`config.mk`:
```
export PLATFORM = sky130hd
export DESIGN_NAME = blk_741a70
export DESIGN_NICKNAME = d
export VERILOG_FILES = /design/src/rtl/e_pkg.sv /design/src/rtl/e_prio_enc.sv /design/src/rtl/blk_741a70.sv
export SDC_FILE = /design/constraint.sdc
export NUM_CORES = 1
export LEC_CHECK = 0
export CAP_MARGIN = 20
export CORE_AREA = 3 3 40 42
export DETAILED_ROUTE_END_ITERATION = 8
export DIE_AREA = 0 0 43 45
export GPL_TIMING_DRIVEN = 0
export PLACE_DENSITY = 0.3
export SETUP_SLACK_MARGIN = 0.3
export SLEW_MARGIN = 20
export SYNTH_ARGS = -nofsm -noshare
export SYNTH_HDL_FRONTEND = slang
export SYNTH_HIERARCHICAL = 1
export SYNTH_SLANG_ARGS = --single-unit
```
`constraint.sdc`:
```
create_clock -name clk -period 0.8 [get_ports clk]
set_input_delay 0.12 -clock clk [delete_from_list [all_inputs] [get_ports clk]]
set_output_delay 0.12 -clock clk [all_outputs]
set_load 0.05 [all_outputs]
```
`src/rtl/e_pkg.sv`:
```
// -----------------------------------------------------------------------------
// e_pkg
// Shared widths and types for the 4-to-2 MSB-first priority encoder (blk_741a70).
//   IN_W  : request vector width (4)
//   OUT_W : encoded index width (2)
//   req_t : request vector type
//   idx_t : encoded index type
// -----------------------------------------------------------------------------
package e_pkg;

    localparam int IN_W  = 4;
    localparam int OUT_W = 2;

    typedef logic [IN_W-1:0]  req_t;
    typedef logic [OUT_W-1:0] idx_t;

endpackage : e_pkg

```
`src/rtl/e_prio_enc.sv`:
```
// -----------------------------------------------------------------------------
// e_prio_enc
// Purely combinational MSB-first priority encoder.
// Ports:
//   i_req : input  req_t  request vector, bit 3 has highest priority
//   o_idx : output idx_t  index of the highest set bit (0 when nothing is set)
//   o_any : output logic  any bit of i_req set
// -----------------------------------------------------------------------------
module e_prio_enc
    import e_pkg::*;
(
    input  req_t i_req,
    output idx_t o_idx,
    output logic o_any
);

    // Priority decode. The if/else chain tests the highest bit first, so bits
    // below the winning one are never looked at and cannot inject X.
    always_comb begin
        o_idx = 2'd0;
        if (i_req[3] == 1'b1) begin
            o_idx = 2'd3;
        end else if (i_req[2] == 1'b1) begin
            o_idx = 2'd2;
        end else if (i_req[1] == 1'b1) begin
            o_idx = 2'd1;
        end else begin
            o_idx = 2'd0;
        end
    end

    // Any-set flag.
    always_comb begin
        o_any = |i_req;
    end

endmodule : e_prio_enc

```
`src/rtl/blk_741a70.sv`:
```
// -----------------------------------------------------------------------------
// blk_741a70
// Registered 4-to-2 MSB-first priority encoder with sample enable.
// Optional feature macro: E_VALID_EN -- when defined, adds the registered
// "any bit set" output vld; when undefined, vld and its register are absent.
// Ports:
//   clk : input  1  clock, rising edge
//   rst : input  1  asynchronous active-high reset, clears y (and vld)
//   en  : input  1  sample enable; outputs hold while low
//   a   : input  4  request vector, bit 3 highest priority
//   y   : output 2  registered index of the highest set bit of a
//   vld : output 1  registered (a != 0); only with E_VALID_EN
// -----------------------------------------------------------------------------
module blk_741a70
    import e_pkg::*;
(
    input  logic             clk,
    input  logic             rst,
    input  logic             en,
    input  logic [IN_W-1:0]  a,
`ifdef E_VALID_EN
    output logic             vld,
`endif
    output logic [OUT_W-1:0] y
);

    idx_t w_idx;
    logic w_any;
    idx_t r_y;

    e_prio_enc u_prio_enc (
        .i_req (a),
        .o_idx (w_idx),
        .o_any (w_any)
    );

    // Index register: async clear, load on enable, otherwise hold.
    always_ff @(posedge clk or posedge rst) begin
        if (rst) begin
            r_y <= 2'd0;
        end else if (en) begin
            r_y <= w_idx;
        end else begin
            r_y <= r_y;
        end
    end

    assign y = r_y;

`ifdef E_VALID_EN
    logic r_vld;

    // Any-set register: same load/hold/clear behaviour as the index register.
    always_ff @(posedge clk or posedge rst) begin
        if (rst) begin
            r_vld <= 1'b0;
        end else if (en) begin
            r_vld <= w_any;
        end else begin
            r_vld <= r_vld;
        end
    end

    assign vld = r_vld;
`else
    // The any-set flag has no consumer in this build.
    logic w_unused_any;
    assign w_unused_any = w_any;
`endif

endmodule : blk_741a70

```
Word level (Yosys, flattened, before mapping):

Cells that the tools add are included.

* register bits after elaboration: 2
* bits of input ports: 7
* output and inout port bits: 2

* muxes and demuxes: 3

Operators by type and width (count)
* 2-bit 2-to-1 mux: 2
* 1-bit 2-to-1 mux: 1

Logic depth before layout (Yosys ltp):

Gate-level depths: netlist of the first run.

* word-level depth: 3
* mapped depth: 3

Hierarchy:

The synthesis of the first run kept the hierarchy.

Modules (own cells, without submodules)
* blk_741a70: instances 1, cells each 5, area an instance 76.3 um2, seq. area each 50.0 um2
* e_prio_enc: instances 1, cells each 4, area an instance 23.8 um2, seq. area each 0.0 um2

Worst setup path before layout of the first run:

OpenSTA, ideal clock, no wires.

* path kind: register to register
* start: register, netlist name y[0]
* end: register r_y[0] (netlist: y[0])
* setup time: 125 ps
* data arrival time: 863 ps
* data required time: 675 ps
* setup slack: -188 ps
* stages on the path, launching flop included: 2
* path through: dfrtp_1 mux2_2

RTL lines
* end signal: assignment: line blk_741a70.sv:42 `r_y <= w_idx;`
* end signal: assignment: line blk_741a70.sv:44 `r_y <= r_y;`
* end: declaration: line blk_741a70.sv:29 `idx_t r_y;`

Worst setup path after layout of the first run:

* start: register r_y[1] (netlist: y[1])
* end: output y[1]

RTL lines
* end: declaration: line blk_741a70.sv:24 `output logic [OUT_W-1:0] y`

No word-level cell between the ends.

==> impl_metrics.yaml, run 1 <==
detailed_routing:
  num_vias: 83
  drt-initial-drc-count: 0
  drc: 0
  dr.pass1.iters: 1
  ant_nets: 0
  routed_via_density: 2.515
  routedWlPerCell_um: 7.667
  drt-total-wl_um: 253
cts:
  cts_setup_buffers: 0
  root_buffer: "clkbuf_4"
  clk_latency_ns: 0.22
  cts_tree: "done"
  numClockSinks: 2
  cts.clk_slew.worst_paths_ns: 0.03
  ctsHoldBuffers: 0
  clockBufferDepth: 2
  htreeDepth: 1
  numCtsBuffers: 3
min_path:
  hp-class: "input port to async pin"
status:
  violations: "setup timing"
  status: "finished, violations left"
synthesis:
  netlist_area_sq_um: 93.84
  synthesis.nets: 15
  ys.warnings.count: 6
  syn_area_per_cell_sq_um: 11.73
  synth_cells: 8
grt:
  grt_pass1_vias: 104
  antenna_found_initial: 0
  grt_first_pass_wirelength_um: 448
  grt_max_degree: 3
  grt_usage: 0.03664
  grt_overflow: 0
sta:
  holdWs_ns: 0.04439
  setup_viol: 2
  hold_viol_final: 0
  report.final.slew_viol_count: 0
  fmax_mhz: 1125
  fin_crit_sh: 1.111
  skew_ns: 0
  timing.final.ws_setup_ns: -0.08900
  worst_slew_pin_slew_ns: 0.1097
  rsz0062_at_grt: "yes"
  period_needed_ns: 0.8890
  slew_headroom: 0.9271
  setup_tns_ns: -0.1778
critical_path:
  crit_path_start: "y[1]$_DFFE_PP0P_"
  worst-r2r-setup-slack_ns: 0.02
  crit_type: "flip-flop to output port"
  cp_max_fo: 2
  worst-r2r-cell-count: 1
  cp_num_cells: 1
  arrival_ns: 0.77
  cpLargestDelayFamily: "flip-flops"
  slowest_stage: "dfrtp_2"
  cp_num_buf_inv: 1
  worstSetupEndpoint: "y[1]"
  r2r_start: "y[1]$_DFFE_PP0P_"
  worstSetupStartpointType: "flip-flop"
  crit_required_ns: 0.68
  slowest_delay_ns: 0.39
  crit_path_end_kind: "output port"
  rr_endpoint: "y[1]$_DFFE_PP0P_"
  crit_chain: "buf_6"
die:
  io_pins: 9
  die_h_um: 45
  core-area_sq_um: 1285
  initial_core_util: 0.07303
  placement_rows: 13
  die_area_sq_um: 1935
  chipWidth_um: 43
placement:
  gp_congestion: 0.6596
  preCtsSetupSlack_ns: -0.4580
  placed_area_sq_um: 185.2
  port_buffers: 7
final_layout:
  layout-drive-gt1-share: 0.5000
  design_area_sq_um: 209.0
  multi_input_area_sq_um: 36.28
  filler_cell_count: 147
  syn_to_final_growth_pct: 122.7
  diodes: 0
  seq_area_sq_um: 52.55
  post-route-util: 0.1626
  fin_nets: 27
  largest_reg_flops: 2
run:
  max-cap-violations: 0
power_and_ir_drop:
  p_leak_uw: 0.0001033
  peakVddDrop_v: 0.0005666
  powerDensity_nw_per_um2: 2112
[power by group]
part | internal (uW) | switching (uW) | leakage, uW
sequential | 114 | 6.98 | 0.0000199
clock | 165 | 54.7 | 0.0000138
combinational | 47.2 | 53.1 | 0.0000696
[per-stage QoR]
stage                     cells  power (uW)
after CTS                    33       459.4
after global routing         33       472.4
after global placement       30       224.6
after floorplan               8       174.1
final                        33       441.3
after detailed placement     30       225.1
[layer usage]
metal  track usage  up-vias  wire [um]
met4       0.03614        0          0
met1       0.05060       28        163
met2       0.02096        8         53
met5             0        -          0
met3       0.03984        0         37
li1              -       47          -
[what timing repair did]
item                                    in CTS  in global routing
pin swaps                                    1                  1
gates resized for setup                     17                  1
endpoints found under the setup margin       4                  4
[layout by cell type (no fill, tap or decap), drive strengths merged]
cell and instances:
a21o 1, dlygate4sd2 3, inv 2, mux2 2, dfrtp 2, clkdlybuf4s50 1
clkbuf 3, buf 2, dlymetal6s2s 1, or2 1
[how the worst min path moves through the flow]
stage	start	endpoint	slack, ns	depth (start not counted)
2_1_floorplan	rst	y[0]$_DFFE_PP0P_	-0.14	1
3_3_place_gp	rst	y[0]$_DFFE_PP0P_	0.28	2
3_5_place_dp	rst	y[1]$_DFFE_PP0P_	0.28	2
4_1_cts	rst	y[0]$_DFFE_PP0P_	0.04	2
5_1_grt	rst	y[1]$_DFFE_PP0P_	0.05	2
6_report	rst	y[0]$_DFFE_PP0P_	0.04	2
[cell type report]
cell class,instances,share of cell area
Timing Repair Buffer,7,0.3413
Sequential cell,2,0.2515
Multi-Input combinational cell,4,0.1737
Clock buffer,3,0.1078
Tap cell,15,0.08982
Inverter,2,0.03593
Power figures use the tool's default switching activity.
==> run 2: changes to the inputs <==
--- a/config.mk
+++ b/config.mk
@@ -6,12 +6,14 @@
 export NUM_CORES = 1
 export LEC_CHECK = 0
 export CAP_MARGIN = 20
-export CORE_AREA = 3 3 40 42
+export CORE_AREA = 10 10 47 49
+export CTS_CLUSTER_SIZE = 10
 export DETAILED_ROUTE_END_ITERATION = 8
-export DIE_AREA = 0 0 43 45
+export DIE_AREA = 0 0 57 59
 export GPL_TIMING_DRIVEN = 0
 export PLACE_DENSITY = 0.3
 export SETUP_SLACK_MARGIN = 0.3
+export SKIP_LAST_GASP = 1
 export SLEW_MARGIN = 20
 export SYNTH_ARGS = -nofsm -noshare
 export SYNTH_HDL_FRONTEND = slang
==> run 2 against run 1 <==
- the run still ends with setup timing left
- first-iteration DRC count did not move
- fmax decreased by 0.36%
- worst setup slack got worse by 0.0033 ns
- critical path depth unchanged
- total power up 1.1%
- flip-flop and latch count unchanged
- cell count grew 3.0%
- critical path type unchanged
==> impl_metrics.yaml, run 2 (synthesized netlist as in run 1, its figures left out) <==
power_and_ir_drop:
  peakVddDrop_v: 0.0004817
  powerDensity_nw_per_um2: 2086
  pwr-share-seq: 0.272
  p_leak_uw: 0.0001080
  p_total_uw: 446.4
  clockPowerShare: 0.494
  pwr-share-comb: 0.234
  switchingPower_uw: 116.5
  internal-power_uw: 329.8
  netSwitchingFraction: 0.2611
grt:
  grt_first_pass_wirelength_um: 503
  grt_usage: 0.02376
  grt_max_degree: 3
  grt_pass1_vias: 131
  antenna_found_initial: 0
  grt_overflow: 0
cts:
  numCtsBuffers: 3
  root_buffer: "clkbuf_4"
  clockBufferDepth: 2
  htreeDepth: 1
  ctsHoldBuffers: 0
  clk_latency_ns: 0.22
  cts_setup_buffers: 0
  numClockSinks: 2
  cts_tree: "done"
  cts.clk_slew.worst_paths_ns: 0.03
placement:
  place_inst: 31
  port_buffers: 7
  gp_congestion: 0.7048
  placed_area_sq_um: 186.4
critical_path:
  slowest_delay_ns: 0.39
  slowest_stage: "dfrtp_2"
  cp_max_fo: 2
  cpLargestDelayFamily: "flip-flops"
  r2r_start: "y[0]$_DFFE_PP0P_"
  worstSetupStartpointType: "flip-flop"
  worst-r2r-setup-slack_ns: 0.02
  crit_required_ns: 0.68
  rr_endpoint: "y[0]$_DFFE_PP0P_"
  cp_num_buf_inv: 1
  worst-r2r-cell-count: 1
  crit_path_end_kind: "output port"
  crit_chain: "buf_6"
  arrival_ns: 0.77
  crit_type: "flip-flop to output port"
sta:
  report.final.slew_viol_count: 0
  worst_slew_pin_slew_ns: 0.1098
  period_needed_ns: 0.8923
  slew_headroom: 0.9270
  setup_tns_ns: -0.1813
  fmax_mhz: 1121
  fin_crit_sh: 1.115
  hold_viol_final: 0
  skew_ns: 0
  timing.final.ws_setup_ns: -0.09225
  setup_viol: 2
  rsz0062_at_grt: "yes"
status:
  violations: "setup timing"
  status: "finished, violations left"
detailed_routing:
  ant_nets: 0
  drt-initial-drc-count: 0
  routed_via_density: 2.618
  num_vias: 89
  drt-total-wl_um: 321
  routedWlPerCell_um: 9.441
  drc: 0
  dr.pass1.iters: 1
final_layout:
  design_area_sq_um: 214.0
  layout-drive-gt1-share: 0.5000
  fin_nets: 27
  largest_reg_flops: 2
  syn_to_final_growth_pct: 128.0
  mostFrequentLayoutCells: "clkbuf_4, dlygate4sd2_1, inv_1, buf_6, dfrtp_2"
  diodes: 0
  stdcell_count: 34
die:
  chipWidth_um: 57
  io_pins: 9
  placement_rows: 14
  core-area_sq_um: 1401
  die_h_um: 59
  die_area_sq_um: 3363
  initial_core_util: 0.06696
min_path:
  hp-class: "input port to async pin"
run:
  max-cap-violations: 0
[run 2: changes by cell type in the layout (fill, tap and decap cells not counted)]
cell | previous run | this run
mux2_4 | 0 | 1
mux2_2 | 2 | 1
[run 2: through the flow]
step	worst slack, ns	utilization	hold slack, ns
after floorplan	-0.1022	-	-0.1388
after global placement	-0.4567	0.1330	0.2823
after detailed placement	-0.4612	0.1330	0.2846
after CTS	-0.1069	0.1482	0.04151
after global routing	-0.1183	0.1527	0.05091
final	-0.09225	0.1527	0.04791
[run 2: layout make-up]
cell class | instances | area (sq um)
clock buffers | 3 | 22.52
fillers | 162 | 1187
inverters | 2 | 7.507
multi-input cells | 4 | 40.04
flip-flops and latches | 2 | 52.55
well taps | 16 | 20.02
repair buffers | 7 | 71.32
[run 2: layer usage]
metal,global-route usage,share of wire
met5,0,0
met4,0.04027,0
met3,0.02790,0.21
met2,0.01705,0.29
met1,0.02254,0.50
[run 2: worst max path at each step]
stage | cells past startpoint | end | slack (ns) | startpoint
finish | 1 | y[0] | -0.09 | y[0]$_DFFE_PP0P_
global route | 1 | y[1] | -0.12 | y[1]$_DFFE_PP0P_
CTS | 1 | y[0] | -0.11 | y[0]$_DFFE_PP0P_
detailed placement | 1 | y[0] | -0.46 | y[0]$_DFFE_PP0P_
global placement | 1 | y[1] | -0.46 | y[1]$_DFFE_PP0P_
floorplan | 1 | y[0]$_DFFE_PP0P_ | -0.10 | y[0]$_DFFE_PP0P_
[run 2: repair_timing]
action	CTS	global route
pin swaps	1	1
setup endpoints to repair	4	4
endpoints found under the hold margin	0	0
resized for setup	17	2
[run 2: power groups by stage]
stage | Clock, uW | Sequential [uW] | Combinational (uW)
5_1_grt | 244 | 123 | 112
6_report | 220 | 121 | 105
3_5_place_dp | 0 | 121 | 106
2_1_floorplan | 0 | 157 | 17.1
3_3_place_gp | 0 | 120 | 105
4_1_cts | 238 | 122 | 103
==> run 3: changes to the inputs <==
--- a/config.mk
+++ b/config.mk
@@ -7,6 +7,7 @@
 export LEC_CHECK = 0
 export CAP_MARGIN = 20
 export CORE_AREA = 10 10 47 49
+export CTS_CLUSTER_DIAMETER = 120
 export CTS_CLUSTER_SIZE = 10
 export DETAILED_ROUTE_END_ITERATION = 8
 export DIE_AREA = 0 0 57 59
==> results of run 3 <==
Final layout, timing and power as in run 2 (identical DEF).
